--- config.mk ---
export PLATFORM = sky130hd
export DESIGN_NAME = seq_detect_sched
export DESIGN_NICKNAME = d
export VERILOG_FILES = /design/src/rtl/seq_pkg.sv /design/src/rtl/bit_pattern_matcher.sv /design/src/rtl/seq_detect_sched.sv
export SDC_FILE = /design/constraint.sdc
export NUM_CORES = 1
export LEC_CHECK = 0
export ABC_AREA = 1
export BUFFER_PORTS_ARGS = -buffer_cell sky130_fd_sc_hd__buf_2
export CAP_MARGIN = 20
export CORE_UTILIZATION = 35
export CTS_CLUSTER_DIAMETER = 40
export DETAILED_ROUTE_END_ITERATION = 10
export MAX_ROUTING_LAYER = met4
export PLACE_DENSITY = 0.54
export SLEW_MARGIN = 20
export SYNTH_ARGS = -nofsm -noshare
export SYNTH_HDL_FRONTEND = slang
export SYNTH_SLANG_ARGS = --single-unit
--- constraint.sdc ---
create_clock -name clk_i -period 2.25 [get_ports clk_i]
set_clock_uncertainty 0.15 [all_clocks]
set_input_delay 0.1125 -clock clk_i [delete_from_list [all_inputs] [get_ports clk_i]]
set_output_delay 0.1125 -clock clk_i [all_outputs]
set_load 0.02 [all_outputs]
--- src/rtl/seq_pkg.sv ---
// rtl/seq_pkg.sv - shared types, defaults and round-robin pick for seq_detect_sched
//
// Contents:
//   state_e      scheduler FSM states
//   DEF_PAT_LEN  default pattern length
//   DEF_PATTERN  default pattern, MSB matched first
//   MAX_REQ      largest requester count rr_winner supports
//   rr_winner()  lowest active request index at or after ptr, wrapping at nreq
package seq_pkg;

    typedef enum logic [2:0] {
        ST_IDLE  = 3'd0,
        ST_GRANT = 3'd1,
        ST_SHIFT = 3'd2,
        ST_FLUSH = 3'd3,
        ST_DONE  = 3'd4
    } state_e;

    localparam int              DEF_PAT_LEN = 3;
    localparam logic [2:0]      DEF_PATTERN = 3'b101;
    localparam int              MAX_REQ     = 8;

    // Scans offsets from the highest down so the final assignment that sticks
    // is the smallest offset from ptr, i.e. the round-robin winner. Returns
    // ptr when nothing is requesting; callers only use it when |req.
    function automatic int rr_winner(input logic [MAX_REQ-1:0] req,
                                     input int ptr,
                                     input int nreq);
        int idx;
        int win;
        win = ptr;
        for (int i = MAX_REQ - 1; i >= 0; i--) begin
            if (i < nreq) begin
                idx = (ptr + i) % nreq;
                if (req[idx[2:0]]) begin
                    win = idx;
                end
            end
        end
        return win;
    endfunction

endpackage

--- src/rtl/bit_pattern_matcher.sv ---
// rtl/bit_pattern_matcher.sv - serial overlapping pattern matcher with registered hit
//
// Ports:
//   clk_i        clock, rising edge
//   reset_i      synchronous active-high reset
//   clr_i        synchronous clear of history, fill count and hit
//   bit_valid_i  ser_bit_i carries a bit this cycle
//   ser_bit_i    serial input bit
//   hit_o        registered: previous valid bit completed PATTERN
module bit_pattern_matcher #(
    parameter int                 PAT_LEN = 3,
    parameter logic [PAT_LEN-1:0] PATTERN = 3'b101
) (
    input  logic clk_i,
    input  logic reset_i,
    input  logic clr_i,
    input  logic bit_valid_i,
    input  logic ser_bit_i,
    output logic hit_o
);

    logic hit_q;

    generate
        if (PAT_LEN == 1) begin : g_single
            always_ff @(posedge clk_i) begin
                if (reset_i || clr_i) begin
                    hit_q <= 1'b0;
                end else begin
                    hit_q <= bit_valid_i && (ser_bit_i == PATTERN[0]);
                end
            end
        end else begin : g_multi
            // Only the previous PAT_LEN-1 bits are stored; the incoming bit
            // completes the PAT_LEN-bit window for the compare.
            localparam int FILL_W = $clog2(PAT_LEN);

            logic [PAT_LEN-2:0] hist_q;
            logic [FILL_W-1:0]  fill_q;
            logic [PAT_LEN-1:0] window;
            logic               full;

            assign window = {hist_q, ser_bit_i};
            assign full   = (fill_q >= FILL_W'(PAT_LEN - 1));

            always_ff @(posedge clk_i) begin
                if (reset_i || clr_i) begin
                    hist_q <= '0;
                    fill_q <= '0;
                    hit_q  <= 1'b0;
                end else if (bit_valid_i) begin
                    hist_q <= window[PAT_LEN-2:0];
                    if (!full) begin
                        fill_q <= fill_q + 1'b1;
                    end
                    hit_q  <= full && (window == PATTERN);
                end else begin
                    hit_q  <= 1'b0;
                end
            end
        end
    endgenerate

    assign hit_o = hit_q;

endmodule

--- src/rtl/seq_detect_sched.sv ---
// rtl/seq_detect_sched.sv - round-robin scheduler sharing one serial pattern matcher
//
// Ports:
//   clk_i        clock, rising edge
//   reset_i      synchronous active-high reset
//   req_i        per-requester request level
//   data_i       word of requester i on data_i[i*DATA_W +: DATA_W]
//   gnt_o        registered one-hot grant, one cycle
//   busy_o       FSM not in IDLE
//   hit_o        matcher output for the previous shifted bit
//   done_o       one-cycle pulse, done_id_o / match_cnt_o valid
//   done_id_o    requester served, held until next done
//   match_cnt_o  matches in served word, held until next done
module seq_detect_sched
    import seq_pkg::*;
#(
    parameter int                 NREQ    = 4,
    parameter int                 DATA_W  = 8,
    parameter int                 PAT_LEN = DEF_PAT_LEN,
    parameter logic [PAT_LEN-1:0] PATTERN = DEF_PATTERN,
    localparam int                CNT_W   = $clog2(DATA_W + 1),
    localparam int                ID_W    = $clog2(NREQ)
) (
    input  logic                   clk_i,
    input  logic                   reset_i,
    input  logic [NREQ-1:0]        req_i,
    input  logic [NREQ*DATA_W-1:0] data_i,
    output logic [NREQ-1:0]        gnt_o,
    output logic                   busy_o,
    output logic                   hit_o,
    output logic                   done_o,
    output logic [ID_W-1:0]        done_id_o,
    output logic [CNT_W-1:0]       match_cnt_o
);

    localparam int BIT_W = $clog2(DATA_W + 1);

    state_e               state_q, state_d;
    logic [ID_W-1:0]      rr_ptr_q;
    logic [ID_W-1:0]      id_q;
    logic [DATA_W-1:0]    word_q;
    logic [BIT_W-1:0]     bit_cnt_q;
    logic [CNT_W-1:0]     cnt_q;
    logic [NREQ-1:0]      gnt_q;
    logic                 done_q;
    logic [ID_W-1:0]      done_id_q;
    logic [CNT_W-1:0]     match_cnt_q;

    logic [MAX_REQ-1:0]   req_ext;
    logic [ID_W-1:0]      winner;
    logic                 accept;
    logic                 bit_valid;
    logic                 last_bit;
    logic                 hit;

    always_comb begin
        req_ext             = '0;
        req_ext[NREQ-1:0]   = req_i;
    end

    assign winner   = ID_W'(rr_winner(req_ext, int'(rr_ptr_q), NREQ));
    assign last_bit = (bit_cnt_q == BIT_W'(DATA_W - 1));

    // State register
    always_ff @(posedge clk_i) begin
        if (reset_i) begin
            state_q <= ST_IDLE;
        end else begin
            state_q <= state_d;
        end
    end

    // Next-state logic
    always_comb begin
        state_d = state_q;
        case (state_q)
            ST_IDLE:  if (|req_i) state_d = ST_GRANT;
            ST_GRANT: state_d = ST_SHIFT;
            ST_SHIFT: if (last_bit) state_d = ST_FLUSH;
            ST_FLUSH: state_d = ST_DONE;
            ST_DONE:  state_d = ST_IDLE;
            default:  state_d = ST_IDLE;
        endcase
    end

    // FSM outputs
    always_comb begin
        busy_o    = (state_q != ST_IDLE);
        accept    = (state_q == ST_IDLE) && (|req_i);
        bit_valid = (state_q == ST_SHIFT);
    end

    // Word register, arbiter pointer, bit and match counters, result registers
    always_ff @(posedge clk_i) begin
        if (reset_i) begin
            rr_ptr_q    <= '0;
            id_q        <= '0;
            word_q      <= '0;
            bit_cnt_q   <= '0;
            cnt_q       <= '0;
            gnt_q       <= '0;
            done_q      <= 1'b0;
            done_id_q   <= '0;
            match_cnt_q <= '0;
        end else begin
            gnt_q  <= accept ? (NREQ'(1) << winner) : '0;
            done_q <= (state_q == ST_FLUSH);

            if (accept) begin
                word_q    <= data_i[winner*DATA_W +: DATA_W];
                id_q      <= winner;
                bit_cnt_q <= '0;
                cnt_q     <= '0;
            end else begin
                cnt_q <= cnt_q + CNT_W'(hit);
            end

            // The word shifts left so the bit under test is always the MSB.
            if (state_q == ST_SHIFT) begin
                word_q    <= {word_q[DATA_W-2:0], 1'b0};
                bit_cnt_q <= bit_cnt_q + 1'b1;
            end

            // The hit from the last bit is visible during FLUSH and is folded
            // into the published count here rather than waiting for cnt_q.
            if (state_q == ST_FLUSH) begin
                done_id_q   <= id_q;
                match_cnt_q <= cnt_q + CNT_W'(hit);
            end

            if (state_q == ST_DONE) begin
                rr_ptr_q <= (id_q == ID_W'(NREQ - 1)) ? '0 : id_q + 1'b1;
            end
        end
    end

    bit_pattern_matcher #(
        .PAT_LEN (PAT_LEN),
        .PATTERN (PATTERN)
    ) u_matcher (
        .clk_i       (clk_i),
        .reset_i     (reset_i),
        .clr_i       (accept),
        .bit_valid_i (bit_valid),
        .ser_bit_i   (word_q[DATA_W-1]),
        .hit_o       (hit)
    );

    assign gnt_o       = gnt_q;
    assign hit_o       = hit;
    assign done_o      = done_q;
    assign done_id_o   = done_id_q;
    assign match_cnt_o = match_cnt_q;

endmodule

==> results.yml <==
final_layout:
  final_nets: 384
  areaGrowthSynthToFinish_pct: 18.1
  post-route-util_pct: 43.8
  diodes: 0
  fin_cells: 414
  drive_gt1_share_pct: 26.0
floorplan:
  initial_core_util_pct: 37.1
  dieArea_mm2: 0.00629
  core_mm2: 0.00564
  rows: 27
  die_height_um: 79.3
  boundaryPins: 51
  die_x_um: 79.3
place:
  dp_hpwl_mm: 3.45
  placedCellCount: 406
  port_buffers: 50
  gp_congestion: 0.834
timing:
  min_period_over_period_pct: 90.0
  tns_ps: 0
  max_freq_mhz: 494
  period_needed_ps: 2020
  slew_headroom_pct: 69.1
  hold_viol: 0
  setup_viol: 0
  slew_viol_final: 0
  rsz0062_at_grt: "false"
  worstMarginPinSlew_ps: 464
clock_network:
  ctsResizeCount: 0
  hold_buffers: 0
  clk_pin_slew_ps: 70
  cts-root-buf: "clkbuf_8"
  ctsHtreeMaxLevel: 2
  cts_buffers: 5
  clock_sinks: 39
  insertion_delay_ps: 290
  clock_path_buffers: 2
  cts_setup_buffers: 0
  cts_tree: "done"
hold_path:
  min_path_type: "in2reg"
  hold_depth: 2
  worstHoldEndpoint: "state_q[2]"
  hp-start: "reset_i"
worst_setup_path:
  cp.required_ps: 2290
  reg2reg_depth: 13
  crit_start: "rr_ptr_q[0]"
  end_kind: "flip-flop"
  r2r_end: "word_q[0]"
  critical_path_arrival_ps: 2060
  worst_r2r_startpoint: "rr_ptr_q[0]"
  rrSetupSlack_ps: 230
  crit_type: "reg2reg"
  critPathLaunchType: "flip-flop"
  cp_max_fo: 19
detailed_routing:
  vias: 1953
  first_pass_iters: 4
  antenna_left: 0
  drc_errors: 0
  drt_iter0_drc: 60
  vias_per_cell: 4.72
  wl_mm: 4.38
  wl_per_cell_um: 10.6
pwr:
  cellPowerDensity_mw_per_mm2: 677
  switching_share_pct: 32.5
  internal_power_w: 0.00113
  combPwrFrac_pct: 27.1
  vdd_drop_max_uv: 439
  p_leak_nw: 1.18
  clock_power_share_pct: 26.7
  p_seq_share_pct: 46.3
  switching_power_w: 0.000544
run:
  drv_cap: 0
grt:
  grt_pass1_vias: 1769
  gr-total-overflow: 0
  grt_util_all_layers_pct: 15.3
  grt_pass1_wl_mm: 7.42
  antenna_found_initial: 0
  grt_max_degree: 20
logic_synthesis:
  yosysSeqAreaShare_pct: 37.3
  netlist_area_mm2: 0.00209
  synth_nets: 333
  yosysUniqueCellTypes: 31
  syn-instance-count: 290
  ys_ff_latch: 39
  syn_avg_cell_area_um2: 7.22
  ys_warn_count: 0
run_status:
  outcome: "complete, no violations"
per-layer routing:
metal	global-route usage (%)	wire length, um
met5	-	0
met4	3.82	44
met3	3.33	141
met2	25.9	2100
met1	18.3	2100
logic make-up after synthesis:
kind of cell / Yosys count / share of synthesized area [%]
compound gates: 46 / 12.1
xor+xnor: 2 / 0.837
fa+ha+maj: 5 / 2.99
buf+inv: 53 / 11.6
simple gates: 145 / 35.2
flops: 39 / 37.3
cells in the final DEF (no fill, tap or decap), drive strengths merged:
cell      n
ha        5
xnor2     2
nand2    66
clkinv    1
nor4      3
nand3    47
inv      43
clkbuf    7
o21ai    13
o22ai     6
o211ai    1
dfxtp    39
nor2     26
a211oi    2
nor3      1
a2111oi   1
buf      54
nand3b    2
a21oi    23
power by group through the flow:
| stage | combinational, W | sequential, W | clock, W |
|---|---|---|---|
| 4_1_cts | 0.000462 | 0.000775 | 0.000462 |
| 2_1_floorplan | 0.000334 | 0.000802 | 0 |
| 3_5_place_dp | 0.000461 | 0.000791 | 0 |
| 6_report | 0.000453 | 0.000775 | 0.000447 |
| 3_3_place_gp | 0.000458 | 0.000791 | 0 |
| 5_1_grt | 0.000517 | 0.000783 | 0.000492 |
synthesized netlist by cell type, drive strengths merged:
library cell	n	area, um2
nand2	66	309
nand3	47	283
inv	43	169
dfxtp	39	781
nor2	26	100
a21oi	23	115
o21ai	13	68.8
o22ai	6	37.5
buf	5	55.1
clkbuf	5	18.8
ha	5	62.6
nor4	3	25.0
a211oi	2	15.0
nand3b	2	15.0
xnor2	2	17.5
a2111oi	1	8.76
nor3	1	5.00
o211ai	1	7.51
cell type report:
type                       count  area [um2]
clock buffer                   7        76.3
clock inverter                 1        5.00
fill                         591        3170
inverter                      43         169
multi-input combinational    198        1070
sequential                    39         782
tap                           72        90.1
timing repair buffer          54         280
sequential cells by signal, indices dropped and copies added (netlist names):
register and cells:
bit_cnt_q 4, cnt_q 4, done_id_o 2, done_o 1, gnt_o 4, id_q 2, match_cnt_o 4, rr_ptr_q 2
state_q 3, u_matcher.g_multi.fill_q 2, u_matcher.g_multi.hist_q 2, u_matcher.hit_o 1, word_q 8
critical path, stage by stage, from the launching register on:
cell and delay, ps:
dfxtp_2 470, nand2_1 110, nand3_1 110, nand2_1 50, inv_1 60, nand2_2 60
nand2_4 80, nand3_4 200, nand2_8 230, nand2_1 70, nand3_1 60, nand2_1 50
o21ai_0 170, inv_1 50
stage by stage:
| stage | worst slack, ps | hold slack, ps | total power [W] | instance area (um2) |
|---|---|---|---|---|
| floorplan | 507 | 212 | 0.00114 | 2090 |
| CTS | 60.1 | 40.0 | 0.00170 | 2470 |
| detailed placement | 75.6 | 308 | 0.00125 | 2390 |
| finish | 226 | 44.1 | 0.00167 | 2470 |
| global placement | 142 | 299 | 0.00125 | 2390 |
| global route | 16.6 | 58.3 | 0.00179 | 2470 |
how the worst max path moves through the flow:
stage	to	depth (start not counted)
floorplan	word_q[1]	16
global placement	word_q[0]	13
detailed placement	word_q[0]	13
CTS	word_q[0]	13
global route	word_q[0]	13
finish	word_q[0]	13
Note: power is estimated with default switching activity, not from simulation.
